$ cat config.mk
export PLATFORM = sky130hd
export DESIGN_NAME = mult_seq_ctrl_flat
export DESIGN_NICKNAME = d
export VERILOG_FILES = /design/src/rtl/mult_seq_ctrl_pkg.sv /design/src/rtl/mult_seq_ctrl_if.sv /design/src/rtl/mult_seq_ctrl_step.sv /design/src/rtl/mult_seq_ctrl.sv /design/src/flat_wrapper.sv
export SDC_FILE = /design/constraint.sdc
export NUM_CORES = 1
export LEC_CHECK = 0
export CORE_MARGIN = 4
export CORE_UTILIZATION = 53
export CTS_BUF_LIST = sky130_fd_sc_hd__clkbuf_2
export CTS_CLUSTER_SIZE = 10
export DETAILED_ROUTE_END_ITERATION = 12
export GPL_ROUTABILITY_DRIVEN = 0
export HOLD_SLACK_MARGIN = 0.06
export PLACE_DENSITY = 0.79
export SETUP_SLACK_MARGIN = 0.4
export SYNTH_ARGS = -nofsm -noshare
export SYNTH_HDL_FRONTEND = slang
export SYNTH_SLANG_ARGS = --single-unit
$ cat constraint.sdc
create_clock -name clk -period 3.18 [get_ports clk]
set_clock_uncertainty 0.2 [all_clocks]
set_input_delay 0.477 -clock clk [delete_from_list [all_inputs] [get_ports clk]]
set_output_delay 0.477 -clock clk [all_outputs]
set_load 0.02 [all_outputs]
$ cat src/rtl/mult_seq_ctrl_pkg.sv
// Shared types and constants for the sequential multiply path.
// Holds the FSM state encoding, the default operand width and the
// MULT/MULTU funct codes the decoder uses to derive is_signed.
package mult_pkg;

    localparam int WIDTH_DEF = 32;

    // Decoder funct codes: MULT selects the signed flavour, MULTU unsigned.
    localparam logic [5:0] FUNCT_MULT  = 6'h18;
    localparam logic [5:0] FUNCT_MULTU = 6'h19;

    typedef enum logic [1:0] {
        IDLE   = 2'd0,
        RUN    = 2'd1,
        FINISH = 2'd2
    } state_t;

endpackage

$ cat src/rtl/mult_seq_ctrl_if.sv
// Request/result bundle between pipeline control (master) and the multiply
// sequencer (slave). Master drives start/is_signed/op_a/op_b; slave returns
// busy/done and the architectural hi/lo product halves.
interface mult_seq_ctrl_if
    import mult_pkg::*;
#(
    parameter int WIDTH = WIDTH_DEF
);
    logic             start;
    logic             is_signed;
    logic [WIDTH-1:0] op_a;
    logic [WIDTH-1:0] op_b;
    logic             busy;
    logic             done;
    logic [WIDTH-1:0] hi;
    logic [WIDTH-1:0] lo;

    modport master (
        output start, is_signed, op_a, op_b,
        input  busy, done, hi, lo
    );

    modport slave (
        input  start, is_signed, op_a, op_b,
        output busy, done, hi, lo
    );

endinterface

$ cat src/rtl/mult_seq_ctrl_step.sv
// mult_step: one radix-2 shift-add iteration on {acc, mplier}.
// Latency: combinational.
// Backpressure: none; the sequencer decides when the result is registered.
// Ports: acc/mplier/mcand in, acc_nxt/mplier_nxt out.
module mult_step
    import mult_pkg::*;
#(
    parameter int WIDTH = WIDTH_DEF
) (
    input  logic [2*WIDTH-1:0] acc,
    input  logic [WIDTH-1:0]   mplier,
    input  logic [WIDTH-1:0]   mcand,
    output logic [2*WIDTH-1:0] acc_nxt,
    output logic [WIDTH-1:0]   mplier_nxt
);

    logic [WIDTH:0] sum;

    always_comb begin
        // Carry out of the upper-half add becomes the new MSB after the shift.
        sum        = {1'b0, acc[2*WIDTH-1:WIDTH]} + (mplier[0] ? {1'b0, mcand} : '0);
        acc_nxt    = {sum, acc[WIDTH-1:1]};
        mplier_nxt = {1'b0, mplier[WIDTH-1:1]};
    end

endmodule

$ cat src/rtl/mult_seq_ctrl.sv
// mult_seq_ctrl: sequential MULT/MULTU producing the full product into hi/lo.
// Latency: WIDTH+2 edges from start to done (variable, shorter, with MULT_EARLY_TERM_EN).
// Backpressure: start is only taken in IDLE; requests while busy are dropped.
// Ports: clk, rst_n (async active-low), bus (slave side of mult_seq_ctrl_if).
// Optional macro MULT_EARLY_TERM_EN: skip remaining iterations once mplier is 0.
module mult_seq_ctrl
    import mult_pkg::*;
#(
    parameter int WIDTH = WIDTH_DEF
) (
    input  logic           clk,
    input  logic           rst_n,
    mult_seq_ctrl_if.slave bus
);

    localparam int CNT_W = $clog2(WIDTH);

    state_t               state_q, state_d;
    logic [WIDTH-1:0]     mcand_q, mplier_q;
    logic [2*WIDTH-1:0]   acc_q;
    logic [CNT_W-1:0]     cnt_q;
    logic                 neg_q;
    logic [WIDTH-1:0]     hi_q, lo_q;
    logic                 done_q, busy_q;

    logic [WIDTH-1:0]     a_mag, b_mag;
    logic [2*WIDTH-1:0]   acc_step;
    logic [WIDTH-1:0]     mplier_step;
    logic [2*WIDTH-1:0]   result;
    logic                 last_iter;
    logic                 skip_rest;

    // Magnitudes only for signed requests; -(2^(W-1)) maps onto itself,
    // which is the correct unsigned magnitude.
    assign a_mag     = (bus.is_signed && bus.op_a[WIDTH-1]) ? -bus.op_a : bus.op_a;
    assign b_mag     = (bus.is_signed && bus.op_b[WIDTH-1]) ? -bus.op_b : bus.op_b;
    assign result    = neg_q ? -acc_q : acc_q;
    assign last_iter = (cnt_q == CNT_W'(WIDTH - 1));

`ifdef MULT_EARLY_TERM_EN
    // Remaining iterations would only shift, so collapse them into one shift.
    logic [CNT_W:0]       remain;
    assign remain    = (CNT_W + 1)'(WIDTH) - {1'b0, cnt_q};
    assign skip_rest = (mplier_q == '0);
`else
    assign skip_rest = 1'b0;
`endif

    mult_step #(.WIDTH(WIDTH)) u_step (
        .acc        (acc_q),
        .mplier     (mplier_q),
        .mcand      (mcand_q),
        .acc_nxt    (acc_step),
        .mplier_nxt (mplier_step)
    );

    always_comb begin
        state_d = state_q;
        case (state_q)
            IDLE:    if (bus.start) state_d = RUN;
            RUN:     if (last_iter || skip_rest) state_d = FINISH;
            FINISH:  state_d = IDLE;
            default: state_d = IDLE;
        endcase
    end

    always_ff @(posedge clk or negedge rst_n) begin
        if (!rst_n) begin
            state_q  <= IDLE;
            mcand_q  <= '0;
            mplier_q <= '0;
            acc_q    <= '0;
            cnt_q    <= '0;
            neg_q    <= 1'b0;
            hi_q     <= '0;
            lo_q     <= '0;
            done_q   <= 1'b0;
            busy_q   <= 1'b0;
        end else begin
            state_q <= state_d;
            busy_q  <= (state_d != IDLE);
            done_q  <= 1'b0;
            case (state_q)
                IDLE: begin
                    if (bus.start) begin
                        mcand_q  <= a_mag;
                        mplier_q <= b_mag;
                        neg_q    <= bus.is_signed & (bus.op_a[WIDTH-1] ^ bus.op_b[WIDTH-1]);
                        acc_q    <= '0;
                        cnt_q    <= '0;
                    end
                end
                RUN: begin
`ifdef MULT_EARLY_TERM_EN
                    if (skip_rest) begin
                        acc_q <= acc_q >> remain;
                    end else
`endif
                    begin
                        acc_q    <= acc_step;
                        mplier_q <= mplier_step;
                        cnt_q    <= cnt_q + 1'b1;
                    end
                end
                FINISH: begin
                    {hi_q, lo_q} <= result;
                    done_q       <= 1'b1;
                end
                default: ;
            endcase
        end
    end

    assign bus.busy = busy_q;
    assign bus.done = done_q;
    assign bus.hi   = hi_q;
    assign bus.lo   = lo_q;

endmodule

$ cat src/flat_wrapper.sv
// flat-port wrapper written by rule: the top's interface ports become plain ports
module mult_seq_ctrl_flat import mult_pkg::*;
#(
    parameter int WIDTH = WIDTH_DEF
)
  (clk, rst_n, bus_start, bus_is_signed, bus_op_a, bus_op_b, bus_busy, bus_done, bus_hi, bus_lo);
  mult_seq_ctrl_if #(.WIDTH(WIDTH)) bus_i ();
  input  logic clk;
  input  logic rst_n;
  input wire logic [$bits(bus_i.start)-1:0] bus_start;
  input wire logic [$bits(bus_i.is_signed)-1:0] bus_is_signed;
  input wire logic [$bits(bus_i.op_a)-1:0] bus_op_a;
  input wire logic [$bits(bus_i.op_b)-1:0] bus_op_b;
  output wire logic [$bits(bus_i.busy)-1:0] bus_busy;
  output wire logic [$bits(bus_i.done)-1:0] bus_done;
  output wire logic [$bits(bus_i.hi)-1:0] bus_hi;
  output wire logic [$bits(bus_i.lo)-1:0] bus_lo;
  assign bus_i.start = bus_start;
  assign bus_i.is_signed = bus_is_signed;
  assign bus_i.op_a = bus_op_a;
  assign bus_i.op_b = bus_op_b;
  assign bus_busy = bus_i.busy;
  assign bus_done = bus_i.done;
  assign bus_hi = bus_i.hi;
  assign bus_lo = bus_i.lo;
  mult_seq_ctrl #(.WIDTH(WIDTH)) u_core (.clk(clk), .rst_n(rst_n), .bus(bus_i));
endmodule
==> results.md, run 1 <==
- Seq cells post-synth: 202
- Power per Cell Area: 848.5 nW/µm²
- # fillers: 1688
- Most frequent cells in the layout: 194 x dfrtp_1, 181 x nand2_1, 155 x o21ai_0
- Yosys Warn Count: 0
- Core area: 21890 µm²
- Type of origin of the critical path: register
- Vias in the first global route: 10.31k
- Number of flops mapped to enable cells by yosys: 0
- Die W: 157.6 µm
- Synthesized area: 11860 µm²
- Final setup margin: 0.1463 ns
- Sequential Area: 5065 µm²
- Clock Path Buffers: 3
- Slew Viols, Final: 0
- Post-layout util: 0.6980
- Required time of the critical path: 3.63 ns
- Layout cells sized above 1: 0.2011
- Sequential area share after synthesis: 0.4264
- Drt via density: 5.819
- Synthesized area per cell: 8.988 µm²
- Initial Util: 0.5416
- Peak Freq: 0.3296 GHz
- Routed len/inst: 16.82 µm
- Unique masters post-synth: 64
- Gr ovfl total: 0
- Final Hold Fails: 0
- Most used DFF post-synth: dfrtp_1
- Mapped Nets: 1425
- Post-Synthesis Cells: 1319
- Residual DRC count: 0
- WS Path Type: register to register
- Crit path cell chain: or4_4, nor4_4, nand4_1, buf_4, or4_1, o21ai_2, xor2_1, o21ai_1
- IO buf count: 133
- Vias after detailed routing: 10.84k
- CP max-delay cell: or4_4
- Async SR Flop Fraction: 1.000
- Max stage delay on crit path: 0.58 ns
- Initial drt markers: 665
- Max cap viols: 0
- GRT Total Usage: 0.2421
- Relative slew slack: 0.5561
- Slew of the pin with the lowest slew margin: 0.6658 ns
- Clock Latency Late Sink: 0.83 ns
- Outcome: complete, no violations
- Setup_tns: 0 ns
- Final WL: 31.33 mm
- Min-Delay Path Class: input port to register
- Maximum VDD drop: 0.3246 mV
- Fin crit period: 3.034 ns
- Final instance area: 15280 µm²
- Hold_ws: 0.1581 ns
- Reg clk slew, reported paths: 0.12 ns
- First-pass iteration count of the detailed router: 5
- IO Pins: 134
- CTS tree: done
- CTS Root Cell: clkbuf_2
- Worst R2R Path Depth: 8
- Area occupied by multi-input gates: 7119 µm²
- RSZ-0062 raised after global routing: yes
- Largest net degree at the start of global routing: 79
- R2r setup slk: 0.15 ns
- Critical R2R Launch: u_core.acc_q[30]
- FP Rows: 54
- Leakage power: 6.624 nW
- Nets: 1651
- Die area: 24830 µm²
- Layout area overhead: 28.89%
- Num CTS Buffers: 51
- Setup WS pre-CTS: -0.03352 ns
- First-pass GRT wire length: 49.92 mm
- Most common cell after layout, fill and taps aside: dfrtp_1
- Die height: 157.6 µm
- CP Max Fanout: 3
- HPWL after DPL: 21.30 mm
- Final critical-path share of the clock period: 0.9540
- Antenna violations before repair: 1
- H-tree levels: 2
- CP endpoint: u_core.bus.hi[27]
- Crit path launch: u_core.acc_q[30]
- R2R Path End: u_core.bus.hi[27]
- Endpoints failing setup: 0
- Dpl cell area: 13880 µm²
- Clk sinks: 202
- Worst path arrival time: 3.48 ns
- Final ANT Viol Nets: 0
- Worst setup EP type: register
-- cells in the mapped netlist (5+ instances only) --
cell type / n / area (µm²)
a21o_1: 22 / 165.2
a21oi_1: 67 / 335.3
a22o_1: 33 / 289.0
a22oi_1: 18 / 135.1
a31oi_1: 8 / 50.05
and2_1: 37 / 231.5
and3_1: 8 / 50.05
buf_1: 5 / 18.77
clkbuf_1: 67 / 251.5
dfrtp_1: 202 / 5055
ha_1: 37 / 462.9
inv_1: 20 / 75.07
nand2_1: 190 / 713.2
nand3_1: 17 / 85.08
nand4_1: 11 / 68.82
nor2_1: 56 / 210.2
nor3_1: 16 / 80.08
nor4_1: 9 / 56.30
o21ai_0: 184 / 920.9
o21ai_1: 10 / 50.05
o22ai_1: 27 / 168.9
o31ai_1: 30 / 225.2
o41ai_1: 7 / 61.31
or3_1: 16 / 100.1
or4_1: 11 / 82.58
xnor2_1: 45 / 394.1
xor2_1: 100 / 875.8
-- worst max-delay path, delay by kind of cell, from the launching register on --
kind	cells	cell delay (ns)
XOR/XNOR	1	0.21
buffers and inverters	1	0.26
AND/OR/NAND/NOR	4	1.54
flip-flops	1	0.42
AO/OA/AOI/OAI	2	0.22
-- worst min-delay path by stage --
| stage | start | to | slack, ns | depth (start not counted) |
|---|---|---|---|---|
| floorplan | rst_n | u_core.acc_q[0] | -0.02 | 0 |
| global placement | u_core.mcand_q[31] | u_core.mcand_q[31] | 0.25 | 2 |
| detailed placement | u_core.mcand_q[19] | u_core.mcand_q[19] | 0.26 | 2 |
| CTS | bus_op_a[0] | u_core.mcand_q[0] | 0.1 | 3 |
| global route | bus_op_a[31] | u_core.mcand_q[31] | 0.13 | 3 |
| finish | bus_op_a[31] | u_core.mcand_q[31] | 0.16 | 3 |
-- cell type report --
class	instances	area share
Sequential cell	202	0.3315
Clock inverter	18	0.004913
Antenna cell	1	0.0001638
Tap cell	280	0.02293
Inverter	21	0.005405
Multi-Input combinational cell	1024	0.4659
Clock buffer	71	0.02326
Timing Repair Buffer	245	0.1459
-- per-layer routing --
layer  track usage  vias to the layer above  share of wire
li1              -                     5217              -
met1        0.3441                     5179           0.44
met2        0.3812                      387           0.47
met3       0.04069                       52          0.068
met4       0.07743                        0          0.021
met5             0                        -              0
-- logic make-up after synthesis --
family	after synthesis	share of synthesized area
AO/OA/AOI/OAI	442	0.2322
buffers and inverters	93	0.02945
flip-flops	202	0.4264
XOR/XNOR	145	0.1071
multiplexers	1	0.0008444
AND/OR/NAND/NOR	398	0.1633
adder cells (fa/ha/maj)	38	0.04074
-- per-stage QoR --
step	total power, mW	std cells
finish	12.96	1862
global route	13.92	1862
CTS	12.24	1842
detailed placement	10.12	1733
global placement	9.917	1733
floorplan	8.228	1319
-- what timing repair did --
| item | in CTS | in global routing |
|---|---|---|
| setup buffers | 18 | 18 |
| resized for setup | 63 | 98 |
| hold buffers | 2 | 0 |
| endpoints found under the setup margin | 39 | 47 |
| hold endpoints to repair | 194 | 0 |
| pin swaps | 33 | 55 |
| cloned | 0 | 1 |
-- registers in the layout, summed over array words and instances, names as in the netlist --
| name | cells |
|---|---|
| u_core.cnt_q | 5 |
| u_core.mplier_q | 32 |
| u_core.bus.hi | 32 |
| u_core.state_q | 2 |
| u_core.bus.lo | 32 |
| u_core.neg_q | 1 |
| u_core.acc_q | 64 |
| u_core.bus.done | 1 |
| u_core.mcand_q | 32 |
| u_core.bus.busy | 1 |
-- where the power goes --
group / internal (mW) / switching, mW
logic: 3.17 / 3.63
clock network: 0.605 / 1.07
registers: 3.46 / 1.02
Power figures use the tool's default switching activity.
==> inputs of run 2 (changes only) <==
Settings changed: CORE_MARGIN 4 to default, SLEW_MARGIN from default to 25.
==> results.md, run 2 (synthesized netlist as in run 1, its figures left out) <==
- Layout cells sized above 1: 0.1945 (-0.006606)
- CP Max Fanout: 6 (+3)
- Final critical-path share of the clock period: 0.9199 (-0.03407)
- Largest net degree at the start of global routing: 79 (unchanged)
- Crit path cell chain: or3_4, nor4_4, nand4_1, buf_6, nor3_4, buf_6, nand3_4, o41ai_4, xor2_1, o21ai_1
- Final WL: 31.80 mm (+1.5%)
- Origin of the worst min-delay path: bus_op_a[1]
- Slew Viols, Final: 0 (unchanged)
- GRT Total Usage: 0.2679 (+0.02580)
- Largest register FFs: 64 (unchanged)
- CP endpoint: u_core.bus.hi[28]
- Clk sinks: 202 (unchanged)
- Pwr Total: 13.12 mW (+1.2%)
- Relative slew slack: 0.4996 (-0.05658)
- HPWL after DPL: 21.13 mm (-0.79%)
- Clock Latency Late Sink: 0.84 ns (about the same)
- R2r setup slk: 0.25 ns (+0.11 ns)
- IO buf count: 133 (unchanged)
- IO Pins: 134 (unchanged)
- GR Util met3: 0.04820 (+0.007511)
- Min-Delay Path Class: input port to register
- Comb power frac: 0.526 (about the same)
- Vias after detailed routing: 10.98k (+1.3%)
- Routed len/inst: 17.15 µm (+2.0%)
- R2R Path End: u_core.bus.hi[28]
- Gr ovfl total: 0 (unchanged)
- CP bufs+invs: 2 (+1)
- First-pass iteration count of the detailed router: 5 (unchanged)
- First-pass GRT wire length: 49.18 mm (-1.5%)
- P_sw: 5.791 mW (+1.1%)
- Antenna violations before repair: 1 (unchanged)
- Worst path arrival time: 3.44 ns (-0.04 ns)
- Vias in the first global route: 10.17k (-1.4%)
- Maximum VDD drop: 0.3414 mV (+5.2%)
- Nets: 1648 (-0.18%)
- Worst R2R Path Depth: 10 (+2)
- Slew of the pin with the lowest slew margin: 0.7488 ns (+0.08306 ns)
- Power per Cell Area: 858.7 nW/µm² (+1.2%)
- Leakage power: 6.604 nW (-0.31%)
- Worst setup EP type: register
- Final Hold Fails: 0 (unchanged)
- WP depth: 10 (+2)
- Outcome: complete, no violations
- CTS tree: done
- Max stage delay on crit path: 0.46 ns (-0.12 ns)
- Initial Util: 0.5416 (unchanged)
- Layout area overhead: 28.88% (about the same)
- Flop pwr share: 0.343 (-0.003)
- Most frequent cells in the layout: 192 x dfrtp_1, 184 x nand2_1, 163 x o21ai_0
- Endpoints failing setup: 0 (unchanged)
- Register name with the most flops: u_core.acc_q
- Type of origin of the critical path: register
- Dpl cell area: 13830 µm² (-0.38%)
- Fin crit period: 2.925 ns (-0.1083 ns)
- Setup WS pre-CTS: -0.05435 ns (-0.02084 ns)
- M2 GR Usage: 0.4331 (+0.05187)
- Die area: 22970 µm² (-7.5%)
- Required time of the critical path: 3.69 ns (+0.06 ns)
- Max cap viols: 0 (unchanged)
- Drt via density: 5.920 (+1.7%)
- Clock power share: 0.132 (+0.003)
- Reg clk slew, reported paths: 0.10 ns (-0.02 ns)
- Switch share: 0.4414 (about the same)
- RSZ-0062 raised after global routing: yes
- CTS Root Cell: clkbuf_2
- Residual DRC count: 0 (unchanged)
- WS Path Type: register to register
- Final ANT Viol Nets: 0 (unchanged)
- Most numerous cell on the critical path: buf_6
- Die W: 151.6 µm (-3.8%)
- Met1 GRT Util: 0.3679 (+0.02379)
- CP max-delay cell: dfrtp_1
- Clock Path Buffers: 3 (unchanged)
- Crit-path leading delay family: simple AND/OR/NAND/NOR gates
- H-tree levels: 2 (unchanged)
- Core area: 21890 µm² (unchanged)
- Die height: 151.6 µm (-3.8%)
- FP Rows: 54 (unchanged)
- Critical R2R Launch: u_core.acc_q[24]
- Initial drt markers: 845 (+27%)
- Gr busiest metal: met2
- Final instance area: 15280 µm² (about the same)
- Most common cell after layout, fill and taps aside: dfrtp_1
- Final setup margin: 0.2546 ns (+0.1083 ns)
- P_int: 7.329 mW (+1.3%)
- Crit path launch: u_core.acc_q[24]
- Num CTS Buffers: 51 (unchanged)
- Peak Freq: 0.3418 GHz (+3.7%)
-- run 2: cell types whose count changed in the layout (fill, tap and decap cells not counted), sizes merged --
cell | previous run | this run
buf | 110 | 107
inv | 20 | 21
clkinv | 17 | 14
clkinvlp | 2 | 0
bufinv | 0 | 1
clkbuf | 72 | 70
-- run 2: layout make-up --
| cell class | count | area, µm² |
|---|---|---|
| multi-input combinational | 1024 | 7096 |
| fill | 1649 | 6613 |
| sequential | 202 | 5067 |
| timing repair buffer | 242 | 2250 |
| tap | 280 | 350.3 |
| clock buffer | 69 | 345.3 |
| clock inverter | 15 | 88.84 |
| inverter | 21 | 78.83 |
| antenna | 1 | 2.502 |
-- run 2: per-layer routing --
layer / wire [µm] / vias to the layer above
li1: - / 5211
met1: 13710 / 5227
met2: 15060 / 478
met3: 2361 / 60
met4: 670 / 0
met5: 0 / -
-- run 2: repair_timing --
action	4_1_cts	5_1_grt
hold endpoints to repair	202	0
pin swaps	24	38
endpoints found under the setup margin	47	52
gates cloned	1	0
gates resized for setup	66	78
setup buffers	17	27
hold buffers	3	0
-- run 2: worst min-delay path by stage --
stage	to	cells past startpoint
6_report	u_core.mcand_q[1]	3
3_5_place_dp	u_core.mcand_q[24]	2
4_1_cts	u_core.mcand_q[31]	3
5_1_grt	u_core.mcand_q[31]	3
2_1_floorplan	u_core.acc_q[0]	0
3_3_place_gp	u_core.mcand_q[31]	2
-- run 2: power groups by stage --
stage	combinational, mW	sequential (mW)	clock, mW
2_1_floorplan	3.97	4.26	0
3_3_place_gp	5.44	4.41	0
3_5_place_dp	5.63	4.46	0
4_1_cts	6.06	4.42	1.75
5_1_grt	7.55	4.59	1.90
6_report	6.90	4.50	1.73
-- run 2: worst min-delay path, cell delays in order --
cell and delay (ns):
clkdlybuf4s50_1 0.47, nand2_1 0.09, a31oi_1 0.07
-- run 2: metrics by stage --
stage               hold slack [ns]  setup TNS [ns]  instances    util
finish                       0.1483               0       1854  0.6979
global route                 0.1307               0       1854  0.6979
CTS                         0.08125               0       1826  0.6719
detailed placement           0.2651         -0.1257       1721  0.6317
global placement             0.2512       -0.005475       1721  0.6317
floorplan                  -0.01859               0       1319       -
